==> config.mk <==
export PLATFORM = sky130hd
export DESIGN_NAME = full_subtractor_flat
export DESIGN_NICKNAME = d
export VERILOG_FILES = /design/src/rtl/full_subtractor_pkg.sv /design/src/rtl/full_subtractor_if.sv /design/src/rtl/full_subtractor_cell.sv /design/src/rtl/full_subtractor.sv /design/src/flat_wrapper.sv
export SDC_FILE = /design/constraint.sdc
export NUM_CORES = 1
export LEC_CHECK = 0
export CORE_AREA = 2 2 39 41
export CTS_CLUSTER_DIAMETER = 150
export DETAILED_ROUTE_END_ITERATION = 8
export DIE_AREA = 0 0 41 43
export GPL_TIMING_DRIVEN = 0
export SLEW_MARGIN = 25
export SYNTH_ARGS = -nofsm -noshare
export SYNTH_HDL_FRONTEND = slang
export SYNTH_SLANG_ARGS = --single-unit
==> constraint.sdc <==
create_clock -name clk -period 1.2 [get_ports clk]
set_clock_uncertainty 0.2 [all_clocks]
set_input_delay 0.24 -clock clk [delete_from_list [all_inputs] [get_ports clk]]
set_output_delay 0.24 -clock clk [all_outputs]
set_load 0.005 [all_outputs]
==> src/rtl/full_subtractor_pkg.sv <==
// Shared arithmetic definitions for the ripple-borrow subtractor.
package full_subtractor_pkg;

  localparam int unsigned DEFAULT_WIDTH = 1;

  typedef struct packed {
    logic borrow;
    logic zero;
    logic ovf;
  } sub_flags_t;

  // ZERO is set in reset so the flags stay consistent with a cleared DIFF.
  localparam sub_flags_t FLAGS_RESET = '{borrow: 1'b0, zero: 1'b1, ovf: 1'b0};

  // Signed overflow is the borrow into the MSB differing from the borrow out of it.
  function automatic sub_flags_t make_flags(input logic borrow_out,
                                            input logic borrow_msb_in,
                                            input logic diff_zero);
    sub_flags_t f;
    f.borrow = borrow_out;
    f.zero   = diff_zero;
    f.ovf    = borrow_out ^ borrow_msb_in;
    return f;
  endfunction

endpackage

==> src/rtl/full_subtractor_if.sv <==
// Operand/result bundle for the subtractor; master drives operands, slave returns results.
interface full_subtractor_if #(
  parameter int unsigned WIDTH = full_subtractor_pkg::DEFAULT_WIDTH
);

  logic             in_valid;
  logic [WIDTH-1:0] A;
  logic [WIDTH-1:0] B;
  logic             C;
  logic             out_valid;
  logic [WIDTH-1:0] DIFF;
  logic             BORROW;
  logic             ZERO;
  logic             OVF;

  modport master (
    output in_valid, A, B, C,
    input  out_valid, DIFF, BORROW, ZERO, OVF
  );

  modport slave (
    input  in_valid, A, B, C,
    output out_valid, DIFF, BORROW, ZERO, OVF
  );

endinterface

==> src/rtl/full_subtractor_cell.sv <==
// One-bit combinational full-subtractor cell: d = a - b - bin, bout = borrow out.
module full_subtractor_cell (
  input  logic a,
  input  logic b,
  input  logic bin,
  output logic d,
  output logic bout
);

  assign d    = a ^ b ^ bin;
  assign bout = (~a & (b | bin)) | (b & bin);

endmodule

==> src/rtl/full_subtractor.sv <==
// Registered ripple-borrow subtractor computing A - B - C with borrow, zero and overflow flags.
module full_subtractor
  import full_subtractor_pkg::*;
#(
  parameter int unsigned WIDTH = DEFAULT_WIDTH
) (
  input logic              clk,
  input logic              rst_n,
  full_subtractor_if.slave bus
);

  logic [WIDTH:0]   borrow_chain;
  logic [WIDTH-1:0] diff_c;
  sub_flags_t       flags_c;

  logic             valid_q;
  logic [WIDTH-1:0] diff_q;
  sub_flags_t       flags_q;

  assign borrow_chain[0] = bus.C;

  // Ripple chain: bit i consumes the borrow produced by bit i-1.
  for (genvar i = 0; i < WIDTH; i++) begin : g_cell
    full_subtractor_cell u_cell (
      .a    (bus.A[i]),
      .b    (bus.B[i]),
      .bin  (borrow_chain[i]),
      .d    (diff_c[i]),
      .bout (borrow_chain[i+1])
    );
  end

  always_comb begin
    flags_c = FLAGS_RESET;
    flags_c = make_flags(borrow_chain[WIDTH], borrow_chain[WIDTH-1], ~|diff_c);
  end

  // Result registers only load on valid operands; out_valid tracks in_valid each cycle.
  always_ff @(posedge clk or negedge rst_n) begin
    if (!rst_n) begin
      valid_q <= 1'b0;
      diff_q  <= '0;
      flags_q <= FLAGS_RESET;
    end else begin
      valid_q <= bus.in_valid;
      if (bus.in_valid) begin
        diff_q  <= diff_c;
        flags_q <= flags_c;
      end
    end
  end

  assign bus.out_valid = valid_q;
  assign bus.DIFF      = diff_q;
  assign bus.BORROW    = flags_q.borrow;
  assign bus.ZERO      = flags_q.zero;
  assign bus.OVF       = flags_q.ovf;

endmodule

==> src/flat_wrapper.sv <==
// flat-port wrapper written by rule: the top's interface ports become plain ports
module full_subtractor_flat import full_subtractor_pkg::*;
#(
  parameter int unsigned WIDTH = DEFAULT_WIDTH
)
  (clk, rst_n, bus_in_valid, bus_A, bus_B, bus_C, bus_out_valid, bus_DIFF, bus_BORROW, bus_ZERO, bus_OVF);
  full_subtractor_if #(.WIDTH(WIDTH)) bus_i ();
  input logic clk;
  input logic rst_n;
  input wire logic [$bits(bus_i.in_valid)-1:0] bus_in_valid;
  input wire logic [$bits(bus_i.A)-1:0] bus_A;
  input wire logic [$bits(bus_i.B)-1:0] bus_B;
  input wire logic [$bits(bus_i.C)-1:0] bus_C;
  output wire logic [$bits(bus_i.out_valid)-1:0] bus_out_valid;
  output wire logic [$bits(bus_i.DIFF)-1:0] bus_DIFF;
  output wire logic [$bits(bus_i.BORROW)-1:0] bus_BORROW;
  output wire logic [$bits(bus_i.ZERO)-1:0] bus_ZERO;
  output wire logic [$bits(bus_i.OVF)-1:0] bus_OVF;
  assign bus_i.in_valid = bus_in_valid;
  assign bus_i.A = bus_A;
  assign bus_i.B = bus_B;
  assign bus_i.C = bus_C;
  assign bus_out_valid = bus_i.out_valid;
  assign bus_DIFF = bus_i.DIFF;
  assign bus_BORROW = bus_i.BORROW;
  assign bus_ZERO = bus_i.ZERO;
  assign bus_OVF = bus_i.OVF;
  full_subtractor #(.WIDTH(WIDTH)) u_core (.clk(clk), .rst_n(rst_n), .bus(bus_i));
endmodule
# Word level (Yosys, flattened, before mapping)
# Cells that the tools add are included.
# word_totals
ff_bits	5
inputBits	6
# classes
bitwise	8
n_reduce_logical	1
# op_table
cell	count
1-bit XOR	3
1-bit AND	2
1-bit bitwise OR	2
1-bit logical NOT	1
1-bit inverter	1

# Depth between registers and ports, before layout
# depth
ltp_word	4
mapped_depth	4
ltp_nobuf	4

# Modules after synthesis
# From an unflattened synthesis, not the netlist that was laid out.
# unflattened
cells_unflattened	15
area_unflattened_um2	207.7
# modules_own_cells
module	n_inst	cells_per_inst	area_per_inst_um2	seq_area_each_um2
full_subtractor	1	12	180.2	126.4
full_subtractor_cell	1	3	27.5	0.0

# Worst setup path before layout
# No wires, ideal clock.
# synth_path
path_type	input-to-reg
from	input bus_C
to	register u_core.flags_q (netlist bit u_core.bus.OVF)
t_arrival_ps	1090
required_time_ps	875
slack_ps	-215
path_stages	4
path_buffers	0
path_cell_list	inv_1 fa_1 xnor2_1 mux2_4
# synth_between
elab_chain_cells	4
elab_cells_between_ends	5
cone_classes	5 x bitwise
# synth_lines
item	line_no	rtl
start: declaration	flat_wrapper.sv:13	input wire logic [$bits(bus_i.C)-1:0] bus_C;
1-bit bitwise OR	full_subtractor_cell.sv:11	assign bout = (~a & (b | bin)) | (b & bin);
1-bit AND	full_subtractor_cell.sv:11	
1-bit bitwise OR	full_subtractor_cell.sv:11	
1-bit XOR (*)	full_subtractor_pkg.sv:22	f.ovf = borrow_out ^ borrow_msb_in;
end signal: assignment	full_subtractor.sv:48	flags_q <= flags_c;
end: declaration	full_subtractor.sv:18	sub_flags_t flags_q;
# Mark *: on every way between the ends. The rest lies on a longest branch, timed or not.
# A chain may end at the register's enable or synchronous reset.

# Worst setup path in the final report
# layout_path
from	register u_core.flags_q (netlist bit u_core.bus.ZERO)
to	output bus_ZERO
# layout_lines
item	line_no	rtl
end: declaration	flat_wrapper.sv:17	output wire logic [$bits(bus_i.ZERO)-1:0] bus_ZERO;
# No word-level cell between the ends.

==> impl_metrics.py <==
metrics = {
    "run_status": {
        "status": "finished with violations",
        "violations": "setup timing",
    },
    "worst_setup_path": {
        "end_kind": "primary output",
        "path_max_fanout": 2,
        "arrival_ns": 0.87,
        "max_stage_delay_ns": 0.52,
        "reg2reg_from": "u_core.bus.DIFF",
        "r2r-end": "u_core.bus.DIFF",
        "cp.required_ns": 0.76,
        "path_class": "reg -> out",
        "crit_slowest_cell": "dfstp_2",
        "path_cells": "buf_2",
        "critical_path_buf_inv_count": 1,
        "rr_worst_depth": 2,
        "rrSetupSlack_ns": 0.13,
        "crit_family": "flip-flops",
        "worstSetupStartpointType": "flip-flop",
    },
    "timing": {
        "final-setup-viol-count": 1,
        "period_needed_ns": 1.31,
        "rsz0062_at_grt": "true",
        "relSlewSlack_pct": 82.3,
        "worst_slack_ns": -0.107,
        "timing.final.max_slew_violations": 0,
        "setup_tns_ns": -0.107,
        "holdWs_ns": 0.0158,
        "max_freq_mhz": 765,
        "finalHoldViolCount": 0,
        "worst_pin_slew_ns": 0.265,
        "fin_crit_sh_pct": 109,
    },
    "cells_and_area": {
        "multi_input_area_um2": 78.8,
        "drive_above_1_share_pct": 63.6,
        "syn_to_final_growth_pct": 81.8,
        "diodes": 0,
        "fillers": 149,
        "fin_area_um2": 375,
        "nets": 41,
        "seqCellArea_um2": 126,
    },
    "drt": {
        "vias": 179,
        "ant_nets": 0,
        "drc": 0,
        "wl_um": 423,
        "via_per_inst": 3.65,
        "drtPass1Iterations": 4,
        "wire_per_inst_um": 8.63,
        "drtIter0Drc": 3,
    },
    "logic_synthesis": {
        "synth_cell_type_count": 9,
        "synth_area_per_cell_um2": 13.8,
        "synth_area_leaders": "dfrtp_1, dfstp_2, fa_1, mux2_4, mux2_1",
        "synthCells": 15,
        "ys_warn_count": 0,
        "ys_seq_area_share_pct": 61.2,
        "ys_ff_latch": 5,
        "synth_top_area_share_pct": 48.5,
        "syn-cell-area_um2": 206,
        "synth_fp_nets": 22,
        "yosys.area.top_type": "dfrtp_1",
    },
    "placed_design": {
        "place.gp.congestion": 0.598,
        "dp_hpwl_um": 337,
        "placed_area_um2": 348,
        "dp_slack_ns": -0.780,
        "io_buffer_count": 10,
    },
    "global_route": {
        "grt_max_degree": 8,
        "grt.total_usage_pct": 7.46,
        "grt_overflow": 0,
        "grt_pass1_vias": 181,
        "grt_pass1_wl_um": 745,
        "grt_antenna_before_repair": 0,
    },
    "clock_tree": {
        "cts_buffers": 3,
        "cts.sinks": 5,
        "cts_tree": "built",
        "clk_pin_slew_ns": 0.04,
        "root_buffer": "clkbuf_4",
        "cts_buffer_depth": 2,
        "clock_latency_ns": 0.24,
        "h-tree-depth": 1,
    },
    "run": {
        "drv_cap": 0,
    },
    "power": {
        "p_seq_share_pct": 39.3,
        "power_frac_clock_pct": 36.7,
        "p_per_area_mw_per_mm2": 1400,
        "vdd_drop_max_mv": 0.279,
        "p_sw_share_pct": 23.3,
        "total_power_mw": 0.525,
        "p_leak_nw": 0.178,
        "intPower_mw": 0.402,
        "combPwrFrac_pct": 24.0,
        "power_switching_mw": 0.122,
    },
    "floorplanning": {
        "rows": 14,
        "core_area_mm2": 0.00138,
        "pin_count": 11,
        "dieHeight_um": 43,
        "die-width_um": 41,
        "dieArea_mm2": 0.00176,
        "initial_core_util_pct": 14.9,
    },
    "min_path": {
        "hp-class": "in -> async",
    },
}
-- repair_timing --
item / 4_1_cts / 5_1_grt
endpoints found under the setup margin: 9 / 5
cloned: 0 / 0
gates resized for setup: 37 / 0
pin swaps: 2 / 0
hold buffers: 0 / 0
setup buffers: 4 / 0
-- power by group through the flow --
stage / Combinational [mW] / Clock [mW] / Sequential (mW)
2_1_floorplan: 0.0425 / 0 / 0.212
3_3_place_gp: 0.120 / 0 / 0.210
3_5_place_dp: 0.124 / 0 / 0.212
4_1_cts: 0.128 / 0.201 / 0.207
5_1_grt: 0.139 / 0.214 / 0.209
6_report: 0.126 / 0.192 / 0.206
-- cell usage after synthesis --
master   count
mux2_1       1
a21oi_1      2
mux2_4       1
nor2_1       2
fa_1         1
dfstp_2      1
dfrtp_1      4
inv_1        2
xnor2_1      1
-- state kept, by name (all words and copies together), names as in the netlist --
| name | flops |
|---|---|
| u_core.bus.OVF | 1 |
| u_core.bus.DIFF | 1 |
| u_core.bus.BORROW | 1 |
| u_core.bus.out_valid | 1 |
| u_core.bus.ZERO | 1 |
-- through the flow --
stage / instances / util (%)
floorplan: 15 / -
global placement: 41 / 25.1
detailed placement: 41 / 25.1
CTS: 49 / 27.1
global route: 49 / 27.1
finish: 49 / 27.1
-- layout by cell type, fill, tap and decap left out, types with 2 or more instances in the layout --
master / instances
a21oi_1: 2
buf_2: 6
buf_4: 4
buf_6: 2
clkbuf_4: 3
dfrtp_1: 4
mux2_4: 2
nor2_1: 2
-- worst register-to-register path, stage by stage (launching register included) --
cell and delay, ns:
dfrtp_1 0.37, buf_4 0.13, mux2_4 0.25
-- area by class of cell --
cell class              count  area share [%]
multi-input cells           8            21.0
clock buffers               4            7.00
repair buffers             14            27.0
flip-flops and latches      5            33.7
inverters                   2            6.00
well taps                  16            5.33
-- worst max path at each step --
stage          cells after the start        endpoint       startpoint  slack, ns
6_report                           1        bus_ZERO  u_core.bus.ZERO      -0.11
5_1_grt                            1        bus_ZERO  u_core.bus.ZERO      -0.13
4_1_cts                            1        bus_ZERO  u_core.bus.ZERO      -0.12
3_5_place_dp                       5  u_core.bus.OVF            bus_B      -0.78
3_3_place_gp                       5  u_core.bus.OVF            bus_B      -0.77
2_1_floorplan                      3  u_core.bus.OVF            bus_A      -0.11
-- metal layers --
layer	wire, um	track usage (%)	part of all wire [%]	vias up
met5	0	0	0	-
li1	-	-	-	84
met1	165	7.17	39	78
met2	165	8.75	39	13
met4	23	8.00	5.4	0
met3	69	6.28	16	4
-- cell families after synthesis --
| family | count (synthesis) | share of synthesized area (%) |
|---|---|---|
| DFF | 5 | 61.2 |
| adders and majority gates | 1 | 9.70 |
| muxes | 2 | 12.7 |
| xor gates and xnor gates | 1 | 4.24 |
| AOI/OAI and AO/OA | 2 | 4.85 |
| and+or+nand+nor | 2 | 3.64 |
| buffers and inverters | 2 | 3.64 |
Power figures use the tool's default switching activity.
